===== config.mk =====
export PLATFORM = sky130hd
export DESIGN_NAME = pcs_rx_align_sync_flat
export DESIGN_NICKNAME = d
export VERILOG_FILES = /design/src/rtl/pcs_rx_align_sync_if.sv /design/src/rtl/pcs_rx_align_sync.sv /design/src/flat_wrapper.sv
export SDC_FILE = /design/constraint.sdc
export NUM_CORES = 1
export LEC_CHECK = 0
export BUFFER_PORTS_ARGS = -buffer_cell sky130_fd_sc_hd__buf_2
export CAP_MARGIN = 15
export CORE_MARGIN = 5
export CORE_UTILIZATION = 35
export DETAILED_ROUTE_END_ITERATION = 8
export SYNTH_ARGS = -nofsm -noshare
export SYNTH_HDL_FRONTEND = slang
export SYNTH_SLANG_ARGS = --single-unit

===== constraint.sdc =====
create_clock -name clk -period 14.4 [get_ports clk]
set_input_delay 4.32 -clock clk [delete_from_list [all_inputs] [get_ports clk]]
set_output_delay 4.32 -clock clk [all_outputs]
set_load 0.02 [all_outputs]

===== src/rtl/pcs_rx_align_sync_if.sv =====
// Receive-path bus between the deserialiser, pcs_rx_align_sync and the 8b/10b decoder.
// PCS_SYNC_STATS_EN adds the sync_loss_cnt statistics signal.
interface pcs_rx_align_sync_if;
    logic        signal_detect;
    logic [9:0]  rx_raw;
    logic [9:0]  cg_out;
    logic        code_sync_status;
    logic        rx_even;
    logic        cg_invalid;
    logic [3:0]  comma_pos;
    logic        rd_pos;
`ifdef PCS_SYNC_STATS_EN
    logic [15:0] sync_loss_cnt;

    modport master (
        output signal_detect, rx_raw,
        input  cg_out, code_sync_status, rx_even, cg_invalid, comma_pos, rd_pos, sync_loss_cnt
    );
    modport slave (
        input  signal_detect, rx_raw,
        output cg_out, code_sync_status, rx_even, cg_invalid, comma_pos, rd_pos, sync_loss_cnt
    );
`else
    modport master (
        output signal_detect, rx_raw,
        input  cg_out, code_sync_status, rx_even, cg_invalid, comma_pos, rd_pos
    );
    modport slave (
        input  signal_detect, rx_raw,
        output cg_out, code_sync_status, rx_even, cg_invalid, comma_pos, rd_pos
    );
`endif
endinterface


===== src/rtl/pcs_rx_align_sync.sv =====
// Comma-aligning 1000BASE-X receive front end with a Clause-36-style sync FSM.
// Define PCS_SYNC_STATS_EN to add the saturating sync_loss_cnt statistic.
module pcs_rx_align_sync #(
    parameter int ACQ_COMMAS = 3,
    parameter int LOSS_CNT   = 4,
    parameter int GOOD_CGS   = 3
) (
    input logic                clk,
    input logic                reset,
    pcs_rx_align_sync_if.slave bus
);

    typedef enum logic [1:0] {
        LOS,
        CD,
        SYNC
    } sync_state_t;

    sync_state_t state;
    logic [9:0]  r0, r1;
    logic [9:0]  cg_q;
    logic        sync_q, even_q, invalid_q, rd_q;
    logic [3:0]  pos_q;
    logic [2:0]  comma_cnt, bad_cnt, good_cnt;

    logic [19:0] win;
    logic        found;
    logic [3:0]  k_found, k_use;
    logic [9:0]  cg;
    logic [3:0]  ones;
    logic        is_comma, in_sync, invalid, rd_nx, even_nx, bad_cg;

    function automatic logic [9:0] slot(input logic [19:0] w, input logic [3:0] k);
        logic [19:0] s;
        s = w << k;
        return s[19:10];
    endfunction

    function automatic logic comma_match(input logic [9:0] c);
        return (c[9:3] == 7'b0011111) || (c[9:3] == 7'b1100000);
    endfunction

    assign win     = {r1, r0};
    assign in_sync = (state == SYNC);

    // Lowest offset wins, so the search runs downward and keeps the last hit.
    always_comb begin
        found   = 1'b0;
        k_found = 4'd0;
        for (int k = 9; k >= 0; k--) begin
            if (comma_match(slot(win, 4'(k)))) begin
                found   = 1'b1;
                k_found = 4'(k);
            end
        end
    end

    assign k_use    = (!in_sync && found) ? k_found : pos_q;
    assign cg       = slot(win, k_use);
    assign ones     = 4'($countones(cg));
    assign is_comma = comma_match(cg);

    // Outside SYNC a comma re-seeds disparity and even parity instead of being checked.
    always_comb begin
        invalid = 1'b0;
        rd_nx   = rd_q;
        even_nx = ~even_q;
        if (!in_sync && is_comma) begin
            invalid = (ones < 4'd4) || (ones > 4'd6);
            rd_nx   = (ones == 4'd6);
            even_nx = 1'b1;
        end else begin
            case (ones)
                4'd5: invalid = 1'b0;
                4'd6: begin
                    invalid = rd_q;
                    rd_nx   = 1'b1;
                end
                4'd4: begin
                    invalid = ~rd_q;
                    rd_nx   = 1'b0;
                end
                default: begin
                    invalid = 1'b1;
                    rd_nx   = (ones > 4'd5);
                end
            endcase
        end
        bad_cg = invalid || (is_comma && even_q);
    end

    // Status outputs are registered alongside the code-group they describe.
    always_ff @(posedge clk or posedge reset) begin
        if (reset) begin
            r0        <= '0;
            r1        <= '0;
            cg_q      <= '0;
            pos_q     <= '0;
            even_q    <= 1'b0;
            invalid_q <= 1'b0;
            rd_q      <= 1'b0;
            sync_q    <= 1'b0;
            state     <= LOS;
            comma_cnt <= '0;
            bad_cnt   <= '0;
            good_cnt  <= '0;
        end else begin
            r0        <= bus.rx_raw;
            r1        <= r0;
            cg_q      <= cg;
            pos_q     <= k_use;
            even_q    <= even_nx;
            invalid_q <= invalid;
            rd_q      <= rd_nx;
            case (state)
                LOS: begin
                    if (is_comma && !invalid) begin
                        comma_cnt <= 3'd1;
                        if (ACQ_COMMAS <= 1) begin
                            state    <= SYNC;
                            sync_q   <= 1'b1;
                            bad_cnt  <= '0;
                            good_cnt <= '0;
                        end else begin
                            state <= CD;
                        end
                    end
                end
                CD: begin
                    if (bad_cg) begin
                        state     <= LOS;
                        comma_cnt <= '0;
                    end else if (is_comma) begin
                        comma_cnt <= comma_cnt + 3'd1;
                        if (comma_cnt + 3'd1 == 3'(ACQ_COMMAS)) begin
                            state    <= SYNC;
                            sync_q   <= 1'b1;
                            bad_cnt  <= '0;
                            good_cnt <= '0;
                        end
                    end
                end
                SYNC: begin
                    if (bad_cg) begin
                        bad_cnt  <= bad_cnt + 3'd1;
                        good_cnt <= '0;
                        if (bad_cnt + 3'd1 == 3'(LOSS_CNT)) begin
                            state     <= LOS;
                            sync_q    <= 1'b0;
                            bad_cnt   <= '0;
                            comma_cnt <= '0;
                        end
                    end else if (bad_cnt != 3'd0) begin
                        if (good_cnt + 3'd1 == 3'(GOOD_CGS)) begin
                            bad_cnt  <= bad_cnt - 3'd1;
                            good_cnt <= '0;
                        end else begin
                            good_cnt <= good_cnt + 3'd1;
                        end
                    end
                end
                default: begin
                    state  <= LOS;
                    sync_q <= 1'b0;
                end
            endcase
            if (!bus.signal_detect) begin
                state     <= LOS;
                sync_q    <= 1'b0;
                comma_cnt <= '0;
                bad_cnt   <= '0;
                good_cnt  <= '0;
            end
        end
    end

`ifdef PCS_SYNC_STATS_EN
    logic [15:0] loss_q;
    logic        loss_event;

    assign loss_event = in_sync &&
                        (!bus.signal_detect || (bad_cg && (bad_cnt + 3'd1 == 3'(LOSS_CNT))));

    always_ff @(posedge clk or posedge reset) begin
        if (reset) begin
            loss_q <= '0;
        end else if (loss_event && loss_q != 16'hFFFF) begin
            loss_q <= loss_q + 16'd1;
        end
    end

    assign bus.sync_loss_cnt = loss_q;
`endif

    assign bus.cg_out           = cg_q;
    assign bus.code_sync_status = sync_q;
    assign bus.rx_even          = even_q;
    assign bus.cg_invalid       = invalid_q;
    assign bus.comma_pos        = pos_q;
    assign bus.rd_pos           = rd_q;

endmodule

===== src/flat_wrapper.sv =====
// flat-port wrapper written by rule: the top's interface ports become plain ports
module pcs_rx_align_sync_flat 
#(
    parameter int ACQ_COMMAS = 3,
    parameter int LOSS_CNT   = 4,
    parameter int GOOD_CGS   = 3
)
  (clk, reset, bus_signal_detect, bus_rx_raw, bus_cg_out, bus_code_sync_status, bus_rx_even, bus_cg_invalid, bus_comma_pos, bus_rd_pos);
  pcs_rx_align_sync_if bus_i ();
  input logic clk;
  input logic reset;
  input wire logic [$bits(bus_i.signal_detect)-1:0] bus_signal_detect;
  input wire logic [$bits(bus_i.rx_raw)-1:0] bus_rx_raw;
  output wire logic [$bits(bus_i.cg_out)-1:0] bus_cg_out;
  output wire logic [$bits(bus_i.code_sync_status)-1:0] bus_code_sync_status;
  output wire logic [$bits(bus_i.rx_even)-1:0] bus_rx_even;
  output wire logic [$bits(bus_i.cg_invalid)-1:0] bus_cg_invalid;
  output wire logic [$bits(bus_i.comma_pos)-1:0] bus_comma_pos;
  output wire logic [$bits(bus_i.rd_pos)-1:0] bus_rd_pos;
  assign bus_i.signal_detect = bus_signal_detect;
  assign bus_i.rx_raw = bus_rx_raw;
  assign bus_cg_out = bus_i.cg_out;
  assign bus_code_sync_status = bus_i.code_sync_status;
  assign bus_rx_even = bus_i.rx_even;
  assign bus_cg_invalid = bus_i.cg_invalid;
  assign bus_comma_pos = bus_i.comma_pos;
  assign bus_rd_pos = bus_i.rd_pos;
  pcs_rx_align_sync #(.ACQ_COMMAS(ACQ_COMMAS), .LOSS_CNT(LOSS_CNT), .GOOD_CGS(GOOD_CGS)) u_core (.clk(clk), .reset(reset), .bus(bus_i));
endmodule

==> metrics.md <==
| Metric | Value |
|---|---|
| Max Cap Violations | 0 |
| DR DRC count | 0 |
| Worst path buffer plus inverter count | 3 |
| Ports | 31 |
| Top Family by Delay on Critical Path | simple AND/OR/NAND/NOR gates |
| Crit path from | u_core.r1[1] |
| # Post-CTS Setup Buffers | 0 |
| GRT Total Usage | 0.1486 |
| Crit-path max FO | 23 |
| Worst-Skew Late Latency | 290 ps |
| Reg-to-reg endpoint | u_core.good_cnt[1] |
| Fin nets | 509 |
| Largest stage delay, worst path | 760 ps |
| Number of global-route vias before repair | 3,412 |
| Synth Instances | 461 |
| P&R area growth vs syn | 8.318% |
| Reg2Reg Depth | 25 |
| Longest Clk Path Bufs | 2 |
| WP depth | 25 |
| Post-DP HPWL | 7.636 mm |
| Worst hold path depth | 0 |
| Reg2Reg Setup Slack | 6450 ps |
| Syn avg cell area | 9.071 µm² |
| N_diodes | 0 |
| Min Clock Period, post-route | 7949 ps |
| Final Hold Viols | 0 |
| Synth top area cells | dfrtp_1, ha_1, mux2i_1, nand2_1, inv_1 |
| CTS tree | built |
| DRT antenna net count | 0 |
| Core area | 0.01186 mm² |
| Initial drt markers | 291 |
| FF+latch area | 0.001226 mm² |
| CTS Hold Buffers Added | 0 |
| Hold EP | u_core.r1[1] |
| Port bufs | 30 |
| DR vias | 3,550 |
| Sequential share of the synthesized area | 0.2932 |
| TritonRoute pass-1 iters | 8 |
| Synth cell types | 84 |
| Syn_nets | 500 |
| H-tree levels | 2 |
| Row count | 40 |
| Final setup fails | 0 |
| Startpoint types | flop |
| Routability cong. | 0.9159 |
| TritonCTS buffer count | 5 |
| Slew at the pin closest to its max-slew limit | 898.1 ps |
| Syn. warnings | 0 |
| FF-to-FF Start | u_core.r1[1] |
| EDFF count, synth | 0 |
| CTS Sinks | 49 |
| Share of async-settable or async-resettable flops after synthesis | 1.000 |
| Fill cell count | 1,182 |
| Yosys reg bits | 49 |
| Fmax | 125.8 MHz |
| Status | complete, no violations |
| Worst min path class | reg2reg |
| Final wirelength | 10.57 mm |
| RSZ-0062 raised after global routing | no |
| Largest net degree at the start of global routing | 50 |
| Die Span Y | 119.3 µm |
| Setup TNS | 0 ps |
| WP data required | 14,570 ps |
| Ys flop type | dfrtp_1 |
| Cell Area, Synth | 0.004182 mm² |
| Worst setup EP type | flop |
| First-pass GRT wire length | 17.51 mm |
| Die Span X | 119.3 µm |
| Slew margin rel. | 0.3993 |
| Critical path's slowest cell | dfrtp_1 |
| Global route overflow | 0 |
| Crit Path Category | reg2reg |
| Period utilization | 0.5520 |
| Synth top area share | 0.2932 |
| Root Buffer | clkbuf_16 |
| Multi-input gate area | 0.002646 mm² |
| Worst Path Arrival | 8120 ps |
| Yosys top cell by area | dfrtp_1 |
| Initial antenna violation count | 0 |
| Initial Util | 0.3525 |
| Share of layout cells above drive strength 1 | 0.1638 |
| CTS clk-pin slew, worst paths | 70 ps |
| Slew Limit Fails | 0 |
| Avg WL per Cell | 17.13 µm |
| Cell mode on critical path | fa_1 |
| Post-CTS resize count | 0 |
| Via density | 5.754 |
| Die ar. | 0.01423 mm² |
| Final Skew | 3.863 ps |
| Min-delay src | u_core.r0[1] |
==> layout by cell type (no fill, tap or decap), types with 4 or more instances in the layout <==
cell type / Yosys / layout
a32oi_1: 4 / 4
mux2_2: 4 / 4
nand2_1: 49 / 49
a22oi_1: 7 / 7
nand4b_1: 7 / 7
nor3_1: 8 / 8
fa_1: 6 / 6
and3_1: 5 / 5
clkbuf_16: 0 / 5
dfrtp_1: 49 / 49
o21a_1: 4 / 4
ha_1: 20 / 20
inv_2: 3 / 4
and2_1: 5 / 5
mux2i_1: 19 / 19
nand4_1: 8 / 8
a21oi_1: 23 / 23
or3_1: 4 / 4
buf_2: 13 / 30
inv_1: 35 / 34
a31oi_1: 4 / 4
nand3_1: 17 / 17
nor2b_1: 6 / 6
o21ai_0: 12 / 12
xnor2_1: 4 / 4
nand2b_1: 9 / 9
nor2_1: 31 / 31
==> cell type report <==
| cell class | instances | area share |
|---|---|---|
| clock inverter | 2 | 0.007735 |
| tap | 147 | 0.04061 |
| multi-input combinational | 345 | 0.5843 |
| timing repair buffer | 31 | 0.03757 |
| clock buffer | 5 | 0.02762 |
| inverter | 38 | 0.03149 |
| sequential | 49 | 0.2707 |
==> flip-flops by register name (all words and copies together), names as in the netlist <==
register / count
u_core.bus.cg_invalid: 1
u_core.bad_cnt: 3
u_core.state: 2
u_core.r1: 10
u_core.comma_cnt: 3
u_core.good_cnt: 3
u_core.bus.rd_pos: 1
u_core.bus.rx_even: 1
u_core.r0: 10
u_core.bus.cg_out: 10
u_core.bus.code_sync_status: 1
u_core.bus.comma_pos: 4
==> logic make-up after synthesis <==
| logic type | count (synthesis) | share of synthesized area |
|---|---|---|
| DFF | 49 | 0.2932 |
| AOI/OAI and AO/OA | 111 | 0.2232 |
| muxes | 29 | 0.08049 |
| xor gates and xnor gates | 4 | 0.008377 |
| buffers and inverters | 67 | 0.07391 |
| and+or+nand+nor | 175 | 0.2322 |
| adders and majority gates | 26 | 0.08857 |
==> worst max-delay path by stage <==
stage / end
5_1_grt: u_core.good_cnt[1]
2_1_floorplan: u_core.good_cnt[0]
4_1_cts: u_core.good_cnt[1]
3_5_place_dp: u_core.good_cnt[1]
6_report: u_core.good_cnt[1]
3_3_place_gp: u_core.good_cnt[1]
==> routing by layer <==
metal,share of wire,GRT usage,vias up,wire (µm)
met3,0.038,0.01804,9,400
met4,0.014,0.04581,0,152
met2,0.49,0.2458,112,5186
met1,0.46,0.2029,1742,4832
li1,-,-,1687,-
met5,0,0,-,0
==> per-stage QoR <==
step,instance area [µm²],instances,hold slack (ps),util,worst slack [ps]
after global routing,4529,617,472.5,0.3819,5988
after floorplan,4182,461,348.7,-,7946
after CTS,4509,616,457.3,0.3802,6519
after detailed placement,4349,609,439.9,0.3667,6551
after global placement,4349,609,427.7,0.3667,6672
final,4529,617,451.5,0.3819,6451
==> synth_stat cells (4+ instances only) <==
| cell type | n |
|---|---|
| a22oi_1 | 7 |
| mux2i_1 | 19 |
| nand2b_1 | 9 |
| nand4b_1 | 7 |
| o21a_1 | 4 |
| and2_1 | 5 |
| a31oi_1 | 4 |
| clkbuf_1 | 7 |
| nand3_1 | 17 |
| dfrtp_1 | 49 |
| a21oi_1 | 23 |
| xnor2_1 | 4 |
| nor2b_1 | 6 |
| nand4_1 | 8 |
| a32oi_1 | 4 |
| buf_2 | 13 |
| nor3_1 | 8 |
| nor2_1 | 31 |
| ha_1 | 20 |
| o21ai_0 | 12 |
| buf_6 | 4 |
| and3_1 | 5 |
| nand2_1 | 49 |
| inv_1 | 35 |
| mux2_2 | 4 |
| or3_1 | 4 |
| fa_1 | 6 |
Power is not shown: default switching activity piles up to over one toggle a cycle in this logic, so the estimate is an artifact.
